===== src/rtl/dcmac_0_mac_rx_stats_tdm_gen.sv =====
// dcmac_0_mac_rx_stats_tdm_gen
// Per-port RX statistics TDM generator. It buffers one 79-bit stats vector
// per channel in a small FIFO and arbitrates round-robin across channels.
// It emits one (valid, id, stats) word per cycle from an output register.
// Counter-clear requests (i_clr) are registered to o_ts_rst/o_ts_rst_id in
// the same output stage. The cleared channel is flushed and masked in the
// request cycle.
// Optional: define DCMAC_0_RX_STATS_TDM_DROP_CNT_EN to add o_drop_cnt, a
// saturating count of dropped samples that is cleared by any i_clr.
module dcmac_0_mac_rx_stats_tdm_gen #(
    parameter int unsigned NUM_CH     = 6,
    parameter int unsigned FIFO_DEPTH = 2
) (
    input  logic                 stats_clk,
    input  logic                 stats_rst,
    input  logic [NUM_CH-1:0]    i_ch_valid,
    input  logic [NUM_CH*79-1:0] i_ch_stats,
    input  logic                 i_clr,
    input  logic [5:0]           i_clr_id,
    output logic                 o_tdm_stats_valid,
    output logic [5:0]           o_tdm_stats_id,
    output logic [78:0]          o_tdm_stats,
    output logic                 o_ts_rst,
    output logic [5:0]           o_ts_rst_id
`ifdef DCMAC_0_RX_STATS_TDM_DROP_CNT_EN
    ,
    output logic [31:0]          o_drop_cnt
`endif
);

    localparam int unsigned PTR_W = (FIFO_DEPTH > 1) ? $clog2(FIFO_DEPTH) : 1;
    localparam int unsigned CNT_W = $clog2(FIFO_DEPTH + 1);
    localparam logic [CNT_W-1:0] DEPTH_C = CNT_W'(FIFO_DEPTH);

    // Per-channel FIFO storage and bookkeeping
    logic [78:0]      mem_q    [NUM_CH][FIFO_DEPTH];
    logic [PTR_W-1:0] rd_ptr_q [NUM_CH];
    logic [PTR_W-1:0] rd_ptr_d [NUM_CH];
    logic [PTR_W-1:0] wr_ptr_q [NUM_CH];
    logic [PTR_W-1:0] wr_ptr_d [NUM_CH];
    logic [CNT_W-1:0] cnt_q    [NUM_CH];
    logic [CNT_W-1:0] cnt_d    [NUM_CH];
    logic [NUM_CH-1:0] drop_flag_q, drop_flag_d;

    logic [5:0] rr_ptr_q, rr_ptr_d;

    // Per-cycle control
    logic [NUM_CH-1:0] clr_hit, req, pop, push, drop;
    logic              gnt_found;
    logic [5:0]        gnt_id;
    logic [78:0]       gnt_data;

    // Output stage
    logic        valid_q, valid_d;
    logic [5:0]  id_q, id_d;
    logic [78:0] stats_q, stats_d;
    logic        ts_rst_q, ts_rst_d;
    logic [5:0]  ts_rst_id_q, ts_rst_id_d;

    // Clear masking and round-robin grant search from rr_ptr upward
    always_comb begin
        clr_hit   = '0;
        req       = '0;
        pop       = '0;
        gnt_found = 1'b0;
        gnt_id    = '0;
        gnt_data  = '0;
        rr_ptr_d  = rr_ptr_q;
        for (int unsigned k = 0; k < NUM_CH; k++) begin
            clr_hit[k] = i_clr && (i_clr_id == 6'(k));
            req[k]     = (cnt_q[k] != '0) && !clr_hit[k];
        end
        // Split search avoids a modulo index: first rr_ptr..NUM_CH-1, then wrap.
        for (int unsigned k = 0; k < NUM_CH; k++) begin
            if (!gnt_found && req[k] && (k >= 32'(rr_ptr_q))) begin
                gnt_found = 1'b1;
                gnt_id    = 6'(k);
            end
        end
        for (int unsigned k = 0; k < NUM_CH; k++) begin
            if (!gnt_found && req[k] && (k < 32'(rr_ptr_q))) begin
                gnt_found = 1'b1;
                gnt_id    = 6'(k);
            end
        end
        for (int unsigned k = 0; k < NUM_CH; k++) begin
            if (gnt_found && (gnt_id == 6'(k))) begin
                pop[k]   = 1'b1;
                gnt_data = mem_q[k][rd_ptr_q[k]];
                gnt_data[0] = gnt_data[0] | drop_flag_q[k];
                rr_ptr_d = (k + 1 == NUM_CH) ? 6'd0 : 6'(k + 1);
            end
        end
    end

    // Push/drop decisions and per-channel next state
    always_comb begin
        push        = '0;
        drop        = '0;
        drop_flag_d = drop_flag_q;
        for (int unsigned k = 0; k < NUM_CH; k++) begin
            rd_ptr_d[k] = rd_ptr_q[k];
            wr_ptr_d[k] = wr_ptr_q[k];
            cnt_d[k]    = cnt_q[k];
            if (i_ch_valid[k] && !clr_hit[k]) begin
                if ((cnt_q[k] < DEPTH_C) || pop[k]) begin
                    push[k] = 1'b1;
                end else begin
                    drop[k] = 1'b1;
                end
            end
            if (clr_hit[k]) begin
                rd_ptr_d[k]    = '0;
                wr_ptr_d[k]    = '0;
                cnt_d[k]       = '0;
                drop_flag_d[k] = 1'b0;
            end else begin
                if (push[k]) begin
                    wr_ptr_d[k] = wr_ptr_q[k] + 1'b1;
                end
                if (pop[k]) begin
                    rd_ptr_d[k] = rd_ptr_q[k] + 1'b1;
                end
                if (push[k] && !pop[k]) begin
                    cnt_d[k] = cnt_q[k] + 1'b1;
                end else if (pop[k] && !push[k]) begin
                    cnt_d[k] = cnt_q[k] - 1'b1;
                end
                if (drop[k]) begin
                    drop_flag_d[k] = 1'b1;
                end else if (pop[k]) begin
                    drop_flag_d[k] = 1'b0;
                end
            end
        end
    end

    // Output stage next values; idle cycles carry zero id/stats
    always_comb begin
        valid_d     = gnt_found;
        id_d        = gnt_found ? gnt_id : '0;
        stats_d     = gnt_found ? gnt_data : '0;
        ts_rst_d    = i_clr;
        ts_rst_id_d = i_clr ? i_clr_id : '0;
    end

    // FIFO payload write (no reset needed; validity is tracked by cnt_q)
    always_ff @(posedge stats_clk) begin
        for (int unsigned k = 0; k < NUM_CH; k++) begin
            if (push[k]) begin
                mem_q[k][wr_ptr_q[k]] <= i_ch_stats[79*k +: 79];
            end
        end
    end

    // Control state and output registers
    always_ff @(posedge stats_clk) begin
        if (stats_rst) begin
            for (int unsigned k = 0; k < NUM_CH; k++) begin
                rd_ptr_q[k] <= '0;
                wr_ptr_q[k] <= '0;
                cnt_q[k]    <= '0;
            end
            drop_flag_q <= '0;
            rr_ptr_q    <= '0;
            valid_q     <= 1'b0;
            id_q        <= '0;
            stats_q     <= '0;
            ts_rst_q    <= 1'b0;
            ts_rst_id_q <= '0;
        end else begin
            for (int unsigned k = 0; k < NUM_CH; k++) begin
                rd_ptr_q[k] <= rd_ptr_d[k];
                wr_ptr_q[k] <= wr_ptr_d[k];
                cnt_q[k]    <= cnt_d[k];
            end
            drop_flag_q <= drop_flag_d;
            rr_ptr_q    <= rr_ptr_d;
            valid_q     <= valid_d;
            id_q        <= id_d;
            stats_q     <= stats_d;
            ts_rst_q    <= ts_rst_d;
            ts_rst_id_q <= ts_rst_id_d;
        end
    end

    assign o_tdm_stats_valid = valid_q;
    assign o_tdm_stats_id    = id_q;
    assign o_tdm_stats       = stats_q;
    assign o_ts_rst          = ts_rst_q;
    assign o_ts_rst_id       = ts_rst_id_q;

`ifdef DCMAC_0_RX_STATS_TDM_DROP_CNT_EN
    logic [31:0] drop_cnt_q, drop_cnt_d;
    logic [6:0]  drop_num;
    logic [32:0] drop_sum;

    // Saturating drop counter; any clear request zeroes it
    always_comb begin
        drop_num = '0;
        for (int unsigned k = 0; k < NUM_CH; k++) begin
            drop_num = drop_num + 7'(drop[k]);
        end
        drop_sum   = {1'b0, drop_cnt_q} + 33'(drop_num);
        drop_cnt_d = drop_sum[32] ? '1 : drop_sum[31:0];
        if (i_clr) begin
            drop_cnt_d = '0;
        end
    end

    // Drop counter register
    always_ff @(posedge stats_clk) begin
        if (stats_rst) begin
            drop_cnt_q <= '0;
        end else begin
            drop_cnt_q <= drop_cnt_d;
        end
    end

    assign o_drop_cnt = drop_cnt_q;
`endif

endmodule


===== config.mk =====
export PLATFORM = sky130hd
export DESIGN_NAME = dcmac_0_mac_rx_stats_tdm_gen
export DESIGN_NICKNAME = d
export VERILOG_FILES = /design/src/rtl/dcmac_0_mac_rx_stats_tdm_gen.sv
export SDC_FILE = /design/constraint.sdc
export NUM_CORES = 1
export LEC_CHECK = 0
export ABC_AREA = 1
export CORE_MARGIN = 4
export CORE_UTILIZATION = 50
export DETAILED_ROUTE_END_ITERATION = 7
export GPL_TIMING_DRIVEN = 1
export PLACE_DENSITY = 0.74
export SYNTH_ARGS = -nofsm -noshare
export SYNTH_HDL_FRONTEND = slang
export SYNTH_SLANG_ARGS = --single-unit

===== constraint.sdc =====
create_clock -name stats_clk -period 7.7 [get_ports stats_clk]
set_input_delay 1.155 -clock stats_clk [delete_from_list [all_inputs] [get_ports stats_clk]]
set_output_delay 1.155 -clock stats_clk [all_outputs]
set_load 0.02 [all_outputs]

==> results.ini <==
[run_status]
status = finished with violations
violations = DRC

[floorplan]
die_area_um2 = 90000
fp.coreArea_um2 = 84100
die_h_um = 300
io_pins = 582
num_rows = 106
start_util = 0.507
die_w_um = 300

[sta]
post-route-period-util = 0.696
finalHoldViolCount = 0
hold_ws_ns = 0.460
fin_skew_ns = 0.0212
setup-tns-final_ns = 0
rsz0062_at_grt = no
fmax_mhz = 186
setup-violations-final = 0
tightestPinTransition_ns = 1.25
maxSlewHeadroom = 0.165
fin_ws_ns = 2.34
min_period_ns = 5.36
slew_viol_final = 0

[drt]
wirelength_um = 128000
post_drt_wl_per_cell_um = 23.0
drc = 1
ant_nets = 0
vias = 31000
first_iter_violations = 3530
drtPass1Iterations = 8
detail_route.vias_per_cell = 5.56

[synthesis]
synth-main-ff-cell = edfxtp_1
ys_warn_count = 0
netlist_instances = 3801
synth_top_family_by_area = simple AND/OR/NAND/NOR gates
async_reset_ff_frac = 0
netlist_area_um2 = 42600
synth-xor-area-share = 0.00103
synth_mux_area_frac = 0
synth-edff-count = 948
synth.avg_cell_area_um2 = 11.2
synth-compound-area-share = 0.0157
ys_seq_area_frac = 0.726
synth-adder-area-share = 0.00176
yosysUniqueCellTypes = 38
synth_simple_gate_area_frac = 0.226
ys_ff_latch = 1071
synth_area_leader_cell = edfxtp_1
yosysTopAreaCellShare = 0.668
synth_area_leaders = edfxtp_1 67%, nand2_1 15%, dfxtp_1 5.8%

[finish]
layout-drive-gt1-share = 0.0618
fin_nets = 4803
area_growth_pct = 23.9
final_area_um2 = 52800
fin_util = 0.628
mostFrequentLayoutCells = 1649 x nand2_1, 948 x edfxtp_1, 578 x clkdlybuf4s50_1
final_common_cell = nand2_1

[worst_setup_path]
worstSetupEndpointType = register
cp_data_arrival_time_ns = 5.70
worstSetupPathType = input port to register
crit_fanout = 79
cp_data_required_time_ns = 8.04
start_kind = input port

[global_route]
use_met2 = 0.459
top_usage_layer = met2
grt_util_met1 = 0.364
overflow = 0
antenna_found_initial = 39
use_met3 = 0.0519
grt_pass1_wl_um = 186000
grt_usage = 0.276
grt_max_degree = 90
grt_pass1_vias = 29600

[placed_design]
port_buffers = 578
place_area_um2 = 49300
post-place-ws_ns = 1.69
hpwl_um = 84800
place.gp.congestion = 0.855

[power_and_ir_drop]
vdd.ir_drop.worst_v = 0.000568
p_seq_frac = 0.379
power.internal_uw = 12500
p_sw_uw = 8280
leakagePower_uw = 0.0206
swShare = 0.398
clkPwrFrac = 0.246
power.density_nw_per_um2 = 394
comb_power_share = 0.375

[clock_tree]
htreeDepth = 3
hold_buffers = 0
numCtsBuffers = 107
cts_setup_buffers = 0
clkSinkCount = 1071
cts_tree = built
clk_pin_slew_worst_paths_ns = 0.06
post_cts_resize_count = 0
cts-root-buf = clkbuf_16
insertion_delay_ns = 0.66
clock_path_buffers = 3

[flow_run]
maxCapViolCount = 0

[worst_hold_path]
hp-class = register to register

-- cell families (layout without fill, tap and decap cells) --
kind of cell,after synthesis,in the layout
compound gates,130,130
fa+ha+maj,6,6
flops,1071,1071
other cells,1,37
simple gates,2290,2290
xor+xnor,5,5
buf+inv,298,894
-- per-layer routing --
| metal | vias up | share of wire |
|---|---|---|
| met3 | 226 | 0.11 |
| met1 | 14900 | 0.37 |
| met2 | 1697 | 0.49 |
| li1 | 14100 | - |
| met5 | - | 0.00073 |
| met4 | 14 | 0.034 |
-- metrics by stage --
stage / cells / total power, uW
3_3_place_gp: 5333 / 15600
6_report: 5567 / 20800
4_1_cts: 5533 / 20800
3_5_place_dp: 5333 / 15700
2_1_floorplan: 3803 / 12900
5_1_grt: 5560 / 21900
-- worst max-delay path, stage by stage --
cell,delay (ns)
clkdlybuf4s50_1,0.54
inv_1,0.09
nand2_1,0.09
nand3b_4,0.14
nand2_1,0.10
inv_2,0.06
nand2_1,0.09
nand4_2,0.16
nor2_2,0.07
nand2_1,0.10
nand3_4,0.40
inv_6,0.67
nand3_4,0.47
nand2_1,0.20
nand3_1,0.15
inv_4,0.71
buf_4,0.44
-- final timing paths --
path              cells past startpoint        endpoint            from  slack, ns
setup reg to reg                     14   mem_q[5][101]     rr_ptr_q[1]       3.10
setup / recovery                     17   mem_q[5][101]     i_clr_id[0]       2.34
hold / removal                        2  drop_flag_q[4]  drop_flag_q[4]       0.46
hold reg to reg                       2  drop_flag_q[4]  drop_flag_q[4]       0.46
-- synthesized netlist by cell type, types with 3 or more instances --
library cell and n:
o21ai_1 9, nand3_2 5, nand4_1 242, xor2_1 5
buf_4 17, inv_1 57, a21oi_1 29, nor2_2 4
dfxtp_1 123, edfxtp_1 948, ha_1 6, nor2_1 188
nand3_1 173, or2_2 8, clkbuf_1 142, buf_6 6
nand2_1 1649, a211oi_1 3, buf_2 39, nand2_2 9
o21ai_0 85, buf_1 19, inv_2 15
-- state kept, by name, summed over array words and instances, names as in the netlist --
register / flops
wr_ptr_q: 6
o_tdm_stats_valid: 1
o_ts_rst_id: 6
o_tdm_stats_id: 3
mem_q: 948
rd_ptr_q: 6
rr_ptr_q: 3
o_ts_rst: 1
cnt_q: 12
drop_flag_q: 6
o_tdm_stats: 79
-- final cells by class --
| cell class | count | area [um2] |
|---|---|---|
| fillers | 6507 | 31300 |
| flip-flops and latches | 1071 | 31000 |
| multi-input cells | 2434 | 10500 |
| repair buffers | 619 | 6110 |
| clock buffers | 136 | 2840 |
| well taps | 1134 | 1420 |
| clock inverters | 64 | 611 |
| inverters | 75 | 324 |
| diodes | 34 | 85.1 |
-- power groups by stage --
stage | clock (uW) | sequential, uW | combinational, uW
floorplan | 0 | 8010 | 4940
global placement | 0 | 7980 | 7590
detailed placement | 0 | 8020 | 7710
CTS | 5170 | 7900 | 7750
global route | 5420 | 7980 | 8510
finish | 5120 | 7900 | 7800
Power figures use the tool's default switching activity.
